**src/rtl/cnn_defs_pkg.sv**
```systemverilog
// Shared constants, derived sizes and FSM encoding for the float16 CNN stream loader.
// Latency: n/a (definitions only).
// Backpressure: n/a.
package cnn_defs_pkg;

  localparam int DATA_WIDTH              = 16;
  localparam int PARA_X                  = 3;
  localparam int PARA_Y                  = 3;
  localparam int PARA_KERNEL             = 2;
  localparam int KERNEL_SIZE_MAX         = 5;
  localparam int KERNEL_SIZE_WIDTH       = 6;
  localparam int WRITE_ADDR_WIDTH        = 3;
  localparam int WEIGHT_WRITE_ADDR_WIDTH = 5;

  // Derived block geometry
  localparam int FM_WORDS     = PARA_X * PARA_Y;
  localparam int KSLICE_WORDS = KERNEL_SIZE_MAX * KERNEL_SIZE_MAX;
  localparam int W_WORDS      = KSLICE_WORDS * PARA_KERNEL;
  localparam int FM_BITS      = FM_WORDS * DATA_WIDTH;
  localparam int W_BITS       = W_WORDS * DATA_WIDTH;

  // Counter / index widths inside the packer
  localparam int POS_WIDTH     = $clog2(W_WORDS);
  localparam int BIT_POS_WIDTH = $clog2(W_BITS);
  localparam int KCNT_WIDTH    = $clog2(PARA_KERNEL + 1);

  localparam logic [DATA_WIDTH-1:0] FP16_ZERO = 16'h0000;

  typedef enum logic [1:0] {
    ST_IDLE    = 2'd0,
    ST_LOAD_FM = 2'd1,
    ST_LOAD_W  = 2'd2,
    ST_DONE    = 2'd3
  } state_t;

endpackage

```
**src/rtl/word_packer.sv**
```systemverilog
// Packs serial float16 words into a wide block register at runtime-configured positions.
// Latency: pack_nxt/last are combinational on the accepted word; the register updates next edge.
// Backpressure: none; only counts words flagged by in_vld (the caller owns the handshake).
module word_packer
  import cnn_defs_pkg::*;
(
  input  logic                      clk,
  input  logic                      rst,
  input  logic                      clear,
  input  logic                      in_vld,
  input  logic [DATA_WIDTH-1:0]     in_dat,
  input  logic [POS_WIDTH-1:0]      slice_len,
  input  logic [KCNT_WIDTH-1:0]     kern_num,
  input  logic [POS_WIDTH-1:0]      slice_stride,
  output logic [W_BITS-1:0]         pack_nxt,
  output logic                      last
);

  localparam logic [POS_WIDTH-1:0]  POS_ONE  = 1;
  localparam logic [KCNT_WIDTH-1:0] KCNT_ONE = 1;

  logic [W_BITS-1:0]        pack_q;
  logic [POS_WIDTH-1:0]     word_cnt;
  logic [KCNT_WIDTH-1:0]    kern_cnt;
  logic [POS_WIDTH-1:0]     word_pos;
  logic [BIT_POS_WIDTH-1:0] bit_pos;
  logic                     slice_end;
  logic                     kern_end;

  assign slice_end = (word_cnt == slice_len - POS_ONE);
  assign kern_end  = (kern_cnt == kern_num - KCNT_ONE);
  assign last      = in_vld && slice_end && kern_end;

  // First word of a slice lands in its highest used word position.
  assign word_pos = POS_WIDTH'(kern_cnt) * slice_stride + (slice_len - POS_ONE - word_cnt);
  assign bit_pos  = BIT_POS_WIDTH'(word_pos) * BIT_POS_WIDTH'(DATA_WIDTH);

  // Block value including the word being accepted this cycle
  always_comb begin
    pack_nxt = pack_q;
    if (in_vld) begin
      pack_nxt[bit_pos +: DATA_WIDTH] = in_dat;
    end
  end

  // Accumulate words; wipe the register once a block completes so unused words read zero
  always_ff @(posedge clk) begin
    if (!rst || clear) begin
      pack_q   <= {W_WORDS{FP16_ZERO}};
      word_cnt <= '0;
      kern_cnt <= '0;
    end else if (in_vld) begin
      pack_q <= last ? {W_WORDS{FP16_ZERO}} : pack_nxt;
      if (slice_end) begin
        word_cnt <= '0;
        kern_cnt <= kern_end ? '0 : kern_cnt + KCNT_ONE;
      end else begin
        word_cnt <= word_cnt + POS_ONE;
      end
    end
  end

endmodule

```
**src/rtl/cnn_stream_loader.sv**
```systemverilog
// Streams float16 words into FM blocks then weight blocks and writes them to the layer RAM ports.
// Latency: write strobe/data/address one cycle after a block's last word; done flags rise with the final strobe.
// Backpressure: s_ready drops for the single write cycle after each block and outside the load states.
module cnn_stream_loader
  import cnn_defs_pkg::*;
(
  input  logic                                          clk,
  input  logic                                          rst,
  input  logic                                          start,
  input  logic [KERNEL_SIZE_WIDTH-1:0]                  kernel_size,
  input  logic [WRITE_ADDR_WIDTH:0]                     fm_block_num,
  input  logic [WEIGHT_WRITE_ADDR_WIDTH:0]              weight_block_num,
  input  logic [DATA_WIDTH-1:0]                         s_data,
  input  logic                                          s_valid,
  output logic                                          s_ready,
  output logic [FM_BITS-1:0]                            init_fm_data,
  output logic [WRITE_ADDR_WIDTH-1:0]                   write_fm_data_addr,
  output logic                                          fm_wr_en,
  output logic [W_BITS-1:0]                             weight_data,
  output logic [WEIGHT_WRITE_ADDR_WIDTH*PARA_KERNEL-1:0] write_weight_data_addr,
  output logic                                          weight_wr_en,
  output logic                                          init_fm_data_done,
  output logic                                          weight_data_done,
  output logic                                          busy,
  output logic                                          cfg_err
);

  localparam logic [KERNEL_SIZE_WIDTH-1:0]       KS_MAX   = KERNEL_SIZE_MAX;
  localparam logic [POS_WIDTH-1:0]               FM_LEN   = FM_WORDS;
  localparam logic [POS_WIDTH-1:0]               KSTRIDE  = KSLICE_WORDS;
  localparam logic [KCNT_WIDTH-1:0]              KCNT_ONE = 1;
  localparam logic [KCNT_WIDTH-1:0]              KCNT_PK  = PARA_KERNEL;
  localparam logic [WRITE_ADDR_WIDTH:0]          FM_ONE   = 1;
  localparam logic [WEIGHT_WRITE_ADDR_WIDTH:0]   W_ONE    = 1;

  state_t                            state;
  logic [KERNEL_SIZE_WIDTH-1:0]      k_q;
  logic [WRITE_ADDR_WIDTH:0]         fm_num_q;
  logic [WEIGHT_WRITE_ADDR_WIDTH:0]  w_num_q;
  logic [WRITE_ADDR_WIDTH:0]         fm_blk_cnt;
  logic [WEIGHT_WRITE_ADDR_WIDTH:0]  w_blk_cnt;

  logic                  start_ok;
  logic                  k_legal;
  logic                  accept;
  logic                  fm_phase;
  logic [POS_WIDTH-1:0]  ksq;
  logic [POS_WIDTH-1:0]  slice_len;
  logic [KCNT_WIDTH-1:0] kern_num;
  logic [W_BITS-1:0]     pack_nxt;
  logic                  pk_last;
  logic                  fm_last_blk;
  logic                  w_last_blk;

  assign start_ok    = start && (state == ST_IDLE || state == ST_DONE);
  assign k_legal     = (kernel_size != '0) && (kernel_size <= KS_MAX);
  assign accept      = s_valid && s_ready;
  assign fm_phase    = (state == ST_LOAD_FM);
  assign ksq         = POS_WIDTH'(k_q * k_q);
  assign slice_len   = fm_phase ? FM_LEN : ksq;
  assign kern_num    = fm_phase ? KCNT_ONE : KCNT_PK;
  assign fm_last_blk = (fm_blk_cnt == fm_num_q - FM_ONE);
  assign w_last_blk  = (w_blk_cnt == w_num_q - W_ONE);

  word_packer u_packer (
    .clk          (clk),
    .rst          (rst),
    .clear        (start_ok),
    .in_vld       (accept),
    .in_dat       (s_data),
    .slice_len    (slice_len),
    .kern_num     (kern_num),
    .slice_stride (KSTRIDE),
    .pack_nxt     (pack_nxt),
    .last         (pk_last)
  );

  // Load sequencer with registered handshake, strobes, RAM data/address and status flags
  always_ff @(posedge clk) begin
    if (!rst) begin
      state                  <= ST_IDLE;
      k_q                    <= '0;
      fm_num_q               <= '0;
      w_num_q                <= '0;
      fm_blk_cnt             <= '0;
      w_blk_cnt              <= '0;
      s_ready                <= 1'b0;
      init_fm_data           <= '0;
      write_fm_data_addr     <= '0;
      fm_wr_en               <= 1'b0;
      weight_data            <= '0;
      write_weight_data_addr <= '0;
      weight_wr_en           <= 1'b0;
      init_fm_data_done      <= 1'b0;
      weight_data_done       <= 1'b0;
      busy                   <= 1'b0;
      cfg_err                <= 1'b0;
    end else begin
      fm_wr_en     <= 1'b0;
      weight_wr_en <= 1'b0;
      case (state)
        ST_IDLE, ST_DONE: begin
          if (start) begin
            k_q               <= kernel_size;
            fm_num_q          <= fm_block_num;
            w_num_q           <= weight_block_num;
            fm_blk_cnt        <= '0;
            w_blk_cnt         <= '0;
            init_fm_data_done <= 1'b0;
            weight_data_done  <= 1'b0;
            cfg_err           <= 1'b0;
            if (!k_legal) begin
              state   <= ST_DONE;
              cfg_err <= 1'b1;
            end else if (fm_block_num != '0) begin
              state   <= ST_LOAD_FM;
              busy    <= 1'b1;
              s_ready <= 1'b1;
            end else if (weight_block_num != '0) begin
              state   <= ST_LOAD_W;
              busy    <= 1'b1;
              s_ready <= 1'b1;
            end else begin
              state <= ST_DONE;
            end
          end
        end
        ST_LOAD_FM: begin
          if (!s_ready) begin
            s_ready <= 1'b1;  // write cycle over, reopen the stream
          end else if (pk_last) begin
            fm_wr_en           <= 1'b1;
            init_fm_data       <= pack_nxt[FM_BITS-1:0];
            write_fm_data_addr <= fm_blk_cnt[WRITE_ADDR_WIDTH-1:0];
            fm_blk_cnt         <= fm_blk_cnt + FM_ONE;
            s_ready            <= 1'b0;
            if (fm_last_blk) begin
              init_fm_data_done <= 1'b1;
              if (w_num_q != '0) begin
                state <= ST_LOAD_W;
              end else begin
                state <= ST_DONE;
                busy  <= 1'b0;
              end
            end
          end
        end
        ST_LOAD_W: begin
          if (!s_ready) begin
            s_ready <= 1'b1;
          end else if (pk_last) begin
            weight_wr_en           <= 1'b1;
            weight_data            <= pack_nxt;
            write_weight_data_addr <= {PARA_KERNEL{w_blk_cnt[WEIGHT_WRITE_ADDR_WIDTH-1:0]}};
            w_blk_cnt              <= w_blk_cnt + W_ONE;
            s_ready                <= 1'b0;
            if (w_last_blk) begin
              weight_data_done <= 1'b1;
              state            <= ST_DONE;
              busy             <= 1'b0;
            end
          end
        end
        default: begin
          state   <= ST_IDLE;
          s_ready <= 1'b0;
          busy    <= 1'b0;
        end
      endcase
    end
  end

endmodule

```
**config.mk**
```make
export PLATFORM = sky130hd
export DESIGN_NAME = cnn_stream_loader
export DESIGN_NICKNAME = d
export VERILOG_FILES = /design/src/rtl/cnn_defs_pkg.sv /design/src/rtl/word_packer.sv /design/src/rtl/cnn_stream_loader.sv
export SDC_FILE = /design/constraint.sdc
export NUM_CORES = 2
export LEC_CHECK = 0
export CAP_MARGIN = 20
export CORE_AREA = 2 2 389 391
export CTS_BUF_LIST = sky130_fd_sc_hd__clkbuf_8
export DETAILED_ROUTE_END_ITERATION = 6
export DIE_AREA = 0 0 391 393
export HOLD_SLACK_MARGIN = 0.03
export PLACE_DENSITY = 0.67
export SLEW_MARGIN = 20
export SYNTH_ARGS = -nofsm -noshare
export SYNTH_HDL_FRONTEND = slang
export SYNTH_SLANG_ARGS = --single-unit
```
**constraint.sdc**
```tcl
create_clock -name clk -period 16.59 [get_ports clk]
set_input_delay 3.318 -clock clk [delete_from_list [all_inputs] [get_ports clk]]
set_output_delay 3.318 -clock clk [all_outputs]
set_load 0.03 [all_outputs]
```
---- Yosys cells after proc, flatten, opt, wreduce, memory -nomap -nowiden ----
Cells that the tools add are included.
storage, ports and cells
  register bits ........................... 1,800
  bits of input ports ..................... 36
  output and inout port bits .............. 964
  logic and storage cells ................. 137
cells by class
  add/subtract/negate cells ............... 11
  multiply operators ...................... 2
  $lt $le $gt $ge ......................... 1
  equal/unequal tests ..................... 17
  shifts and indexed selects .............. 2
  mux-type cells .......................... 54
  reduce and logical (&&, ||, !) cells .... 30
operators with widths
  kind                       count
  $mux 800                   2
  $bwmux 800                 1
  $shift 16x12->800 const A  1
  $shiftx 16x12->800         1
  $mux 6                     5
  $mux 1                     25
  $mux 2                     11
  $reduce_bool 6->1          3
  $add 6x1->6 const B        2
  $eq 6x6->1                 2
  $mux 4                     3
  $ne 2x2->1 const B         6
  $neg 10->12                1
  $pmux 6 s2                 1
  $sub 6x1->6 const B        2
  $reduce_and 10->1          1
  $reduce_and 5->1           2
  $reduce_and 3->1           3
  $pmux 4 s2                 1
  $reduce_and 2->1           4
  $reduce_and 4->1           2
  $reduce_and 7->1           1
  $add 6x6->6                1
  $le 6x3->1 const B         1
  other kinds (23)           35

---- Depth between registers and ports, before layout ----
  depth after elaboration ................. 10
  depth in mapped cells ................... 26
  depth with buffers taken out ............ 22

---- Hierarchy ----
From an unflattened synthesis, not the netlist that was laid out.
second synthesis, totals
  cells, all modules ...................... 8,837
  area total of the unflattened synthesis .. 73,769.5 sq um
by module, submodules not included
  module             instances  cells an instance  area an instance (sq um)  sequential area each (sq um)
  word_packer        1          4,463              37,071.8                  16,175.5
  cnn_stream_loader  1          4,374              36,697.7                  19,738.9

---- Worst setup path after synthesis ----
OpenSTA, ideal clock, no wires.
  path type ............................... register to register
  start point ............................. reg k_q[0]
  end point ............................... reg u_packer.pack_q[10]
  library setup time ...................... 117 ps
  data arrival time ....................... 5,682 ps
  slack ................................... 10,791 ps
  cell stages (with the launch flop) ...... 24
  path buffers ............................ 3
  path through ............................ dfxtp_1 buf_4 nand2_1 xnor2_2 xnor2_1 ha_1 inv_1 fa_1 inv_1 ha_1 nor4_1 o21ai_0 fa_1 inv_1 ha_1 a21oi_1 xor2_1 nand4_1 nand2_1 nand4_1 buf_2 a21o_1 clkbuf_1 a32o_1
between the ends
  longest elaborated chain between the ends .. 10
ends and longest elaborated chain
  element                                                         RTL line                              source
  start: declaration                                              cnn_stream_loader.sv:37               logic [KERNEL_SIZE_WIDTH-1:0] k_q;
  start signal: assignment                                        cnn_stream_loader.sv:104              k_q <= kernel_size;
  $mul 6x6->6 *                                                   cnn_stream_loader.sv:59               assign ksq = POS_WIDTH'(k_q * k_q);
  $mux 6 *                                                        cnn_stream_loader.sv:60               assign slice_len = fm_phase ? FM_LEN : ksq;
  $sub 6x1->6 *                                                   word_packer.sv:30, word_packer.sv:35
  $sub 6x6->6                                                     word_packer.sv:35                     assign word_pos = POS_WIDTH'(kern_cnt) * slice_stride + (slice_len - POS_ONE - word_cnt);
  $add 6x6->6                                                     word_packer.sv:35
  $neg 10->12                                                     word_packer.sv:42                     pack_nxt[bit_pos +: DATA_WIDTH] = in_dat;
  $shiftx 16x12->800 / $shift 16x12->800 (equally long branches)  word_packer.sv:42
  $bwmux 800                                                      word_packer.sv:42
  $mux 800                                                        word_packer.sv:41                     if (in_vld) begin
  $mux 800 *                                                      word_packer.sv:53                     pack_q <= last ? {W_WORDS{FP16_ZERO}} : pack_nxt;
  end signal: assignment                                          word_packer.sv:49                     pack_q <= {W_WORDS{FP16_ZERO}};
  end signal: assignment                                          word_packer.sv:53
  end: declaration                                                word_packer.sv:22                     logic [W_BITS-1:0] pack_q;
Mark *: on every way between the ends. The rest lies on a longest branch, timed or not.
A chain may end at the register's enable or synchronous reset.

---- Worst setup path after layout ----
  start point ............................. reg k_q[0]
  end point ............................... reg u_packer.pack_q[14]
Same word-level chain as after synthesis.

==> flow_summary_export.csv <==
group,metric,value,unit
detailed_routing,ant_nets,0,
clocking,clockBufferDepth,4,
sta,drv_slew,0,
hold_path,hold_path.class,"reg2reg",
synthesis,yosys_most_used_dff,"dfxtp_1",
clocking,cts_root_buf,"clkbuf_8",
sta,max_slew.worst_pin.slew,1.30,ns
cells_and_area,syn_to_final_growth,24.8,%
synthesis,synth_nets,7749,
sta,rsz0062_at_grt,"no",
synthesis,synth_top_area_cell,"dfxtp_1",
clocking,clk-insertion-delay-late,1.03,ns
synthesis,synthSimpleGateAreaFrac,0.113,
power,ir_drop,0.500,mV
floorplanning,die_y,393,µm
synthesis,syn-instance-count,7683,
place,portBuffers,999,
clocking,clk_pin_slew,0.06,ns
synthesis,synth_top_area_share,0.513,
power,total_power,14200,µW
synthesis,ys_ff_latch,1794,
hold_path,hold_start,"u_packer.pack_q[557]",
synthesis,yosysSeqAreaShare,0.513,
floorplanning,die_area,154000,µm²
detailed_routing,drc_errors,0,
cells_and_area,stdcell_area,87300,µm²
synthesis,synth_edf_count,0,
clocking,cts_buffers,313,
synthesis,synth_top_cells_by_count,"dfxtp_1 (1794), o21ai_0 (981), a21oi_1 (830)",
setup_path,cp-startpoint,"k_q[0]",
synthesis,synthAdderAreaFrac,0.00601,
place,globalplace.congestion,0.936,
synthesis,netlist_area,69900,µm²
synthesis,synth_area_leaders,"dfxtp_1 (51%), o21ai_0 (7.0%), a21oi_1 (5.9%), mux2i_1 (5.9%), a22o_1 (4.0%)",
flow_run,maxCapViolations,0,
global_routing,grt_pass1_vias,62306,
sta,fin_crit,7.83,ns
detailed_routing,drt-total-wl,318000,µm
clocking,cts_setup_buffers,0,
synthesis,yosys_warnings,0,
setup_path,r2r_start,"k_q[0]",
setup_path,cp-end-kind,"flop",
status,outcome,"complete, no violations",
setup_path,arrival,8.79,ns
cells_and_area,finalNonFillerCells,10604,
synthesis,synthMuxAreaShare,0.0604,
sta,setup_tns,0,ns
synthesis,synth_compound_area_frac,0.257,
clocking,postCtsResizedCells,0,
floorplanning,io_pins,1000,
synthesis,yosysUniqueCellTypes,91,
synthesis,synth_xor_area_frac,0.00622,
synthesis,synth_top_family_by_area,"compound AO/OA/AOI/OAI gates",
global_routing,antenna_found_initial,11,
detailed_routing,firstDrtPassIters,6,
clocking,clkSinkCount,1794,
floorplanning,start_util,0.469,
cells_and_area,drive_gt1_frac,0.0876,
sta,final.setup_skew,0.0567,ns
floorplanning,core,149000,µm²
power,p_leak,0.0309,µW
detailed_routing,wl_per_cell,29.9,µm
setup_path,cp-start-kind,"flop",
synthesis,yosysMostFrequentCell,"dfxtp_1",
sta,finalSetupViolCount,0,
global_routing,grt_usage,0.395,
power,power.density,162,nW/µm²
sta,period_share,0.472,
synthesis,async_flop_share,0,
detailed_routing,vias,66482,
detailed_routing,vias_per_cell,6.27,
global_routing,grt_pass1_wl,445000,µm
cells_and_area,nNetsFinal,8516,
clocking,cts_hold_buf,0,
setup_path,critPathMaxFanout,18,
sta,clock.fmax,128,MHz
floorplanning,fp.dieW,391,µm
place,dpl-instance-area,81200,µm²
detailed_routing,drtIter0Drc,6916,
global_routing,grt_remaining_overflow,0,
global_routing,grt_max_degree,234,
sta,slew_headroom,0.131,
synthesis,synth.avg_cell_area,9.10,µm²
clocking,htree_levels,5,
setup_path,required,17.55,ns
setup_path,crit_type,"reg2reg",
place,dp.cells,10074,
sta,final_hold_viol_count,0,
place,hpwl,215000,µm
clocking,cts_tree,"done",
floorplanning,rows,142,
-- through the flow --
step	hold WS, ns	utilization	worst slack (ns)
global placement	0.426	0.543	9.09
finish	0.431	0.585	8.76
detailed placement	0.436	0.544	9.02
global route	0.424	0.585	8.33
floorplan	0.417	-	10.79
CTS	0.410	0.584	8.98
-- layout make-up --
class	count	area (µm²)
Antenna cell	10	25.0
Clock buffer	388	5340
Clock inverter	127	667
Fill cell	13173	62000
Inverter	48	185
Multi-Input combinational cell	5132	31500
Sequential cell	1794	35900
Tap cell	1944	2430
Timing Repair Buffer	1161	11200
-- cell families (layout without fill, tap and decap cells) --
group / count (synthesis) / after routing
buffers and inverters: 757 / 1724
AND/OR/NAND/NOR: 1749 / 1749
multiplexers: 421 / 421
XOR/XNOR: 48 / 48
flip-flops: 1794 / 1794
other: 0 / 10
adder cells (fa/ha/maj): 30 / 30
AO/OA/AOI/OAI: 2884 / 2884
-- cell usage in the layout, fill, tap and decap left out, types with 19 or more instances in the layout --
cell and n:
dfxtp_1 1794, clkdlybuf4s50_1 982, o21ai_0 979, a21oi_1 824, nand2_1 608, nor2_1 561
mux2i_1 412, clkbuf_8 388, a22o_1 317, nand3_1 184, a31oi_1 162, buf_4 161
inv_1 148, a211oi_1 131, o2bb2ai_1 101, nor3_1 76, a32o_1 75, nand4_1 53
a22oi_1 50, and2_1 48, and3_1 41, a311oi_1 31, xnor2_1 30, o211ai_1 27
nand3b_1 27, ha_1 24, a21o_1 20, nor2_2 20, o31ai_1 19
-- worst paths after layout --
| path | endpoint | slack [ns] | cells past startpoint |
|---|---|---|---|
| min reg2reg | weight_data[557] | 0.43 | 1 |
| max reg2reg | u_packer.pack_q[14] | 8.76 | 21 |
| min | weight_data[557] | 0.43 | 1 |
| max | u_packer.pack_q[14] | 8.76 | 21 |
-- metal layers --
metal,vias up,track usage,wire length [µm],share of wire
met1,32441,0.485,121000,0.38
li1,29387,-,-,-
met4,6,0.267,24300,0.076
met3,960,0.124,35400,0.11
met2,3688,0.592,137000,0.43
met5,-,0,28,0.000088
-- worst max-delay path, stage by stage (launching register included) --
cell and delay [ns]:
dfxtp_1 0.59, nand2_1 0.17, xnor2_2 0.37, xnor2_1 0.11, ha_1 0.28, inv_1 0.04, fa_1 0.47, inv_1 0.04
ha_1 0.32, o31a_1 0.12, o21ai_0 0.47, fa_1 0.50, inv_1 0.08, ha_1 0.28, a21oi_1 0.27, xor2_1 0.81
nand4_1 0.72, nand2_1 0.64, nand4_1 0.15, buf_4 0.29, nor2_1 0.80, a32o_1 0.22
-- sequential cells by signal, summed over array words and instances, names as in the netlist, 2 cells and up --
register	cells
u_packer.pack_q	800
write_weight_data_addr	5
init_fm_data	144
w_num_q	6
u_packer.kern_cnt	2
fm_blk_cnt	4
write_fm_data_addr	3
weight_data	800
fm_num_q	4
state	2
k_q	5
u_packer.word_cnt	6
w_blk_cnt	6
-- power by group --
part | total (µW) | internal [µW] | switching, µW
registers | 4360 | 4330 | 25.3
logic | 5810 | 944 | 4860
clock network | 4010 | 2180 | 1830
total | 14200 | 7450 | 6720
Note: power is estimated with default switching activity, not from simulation.
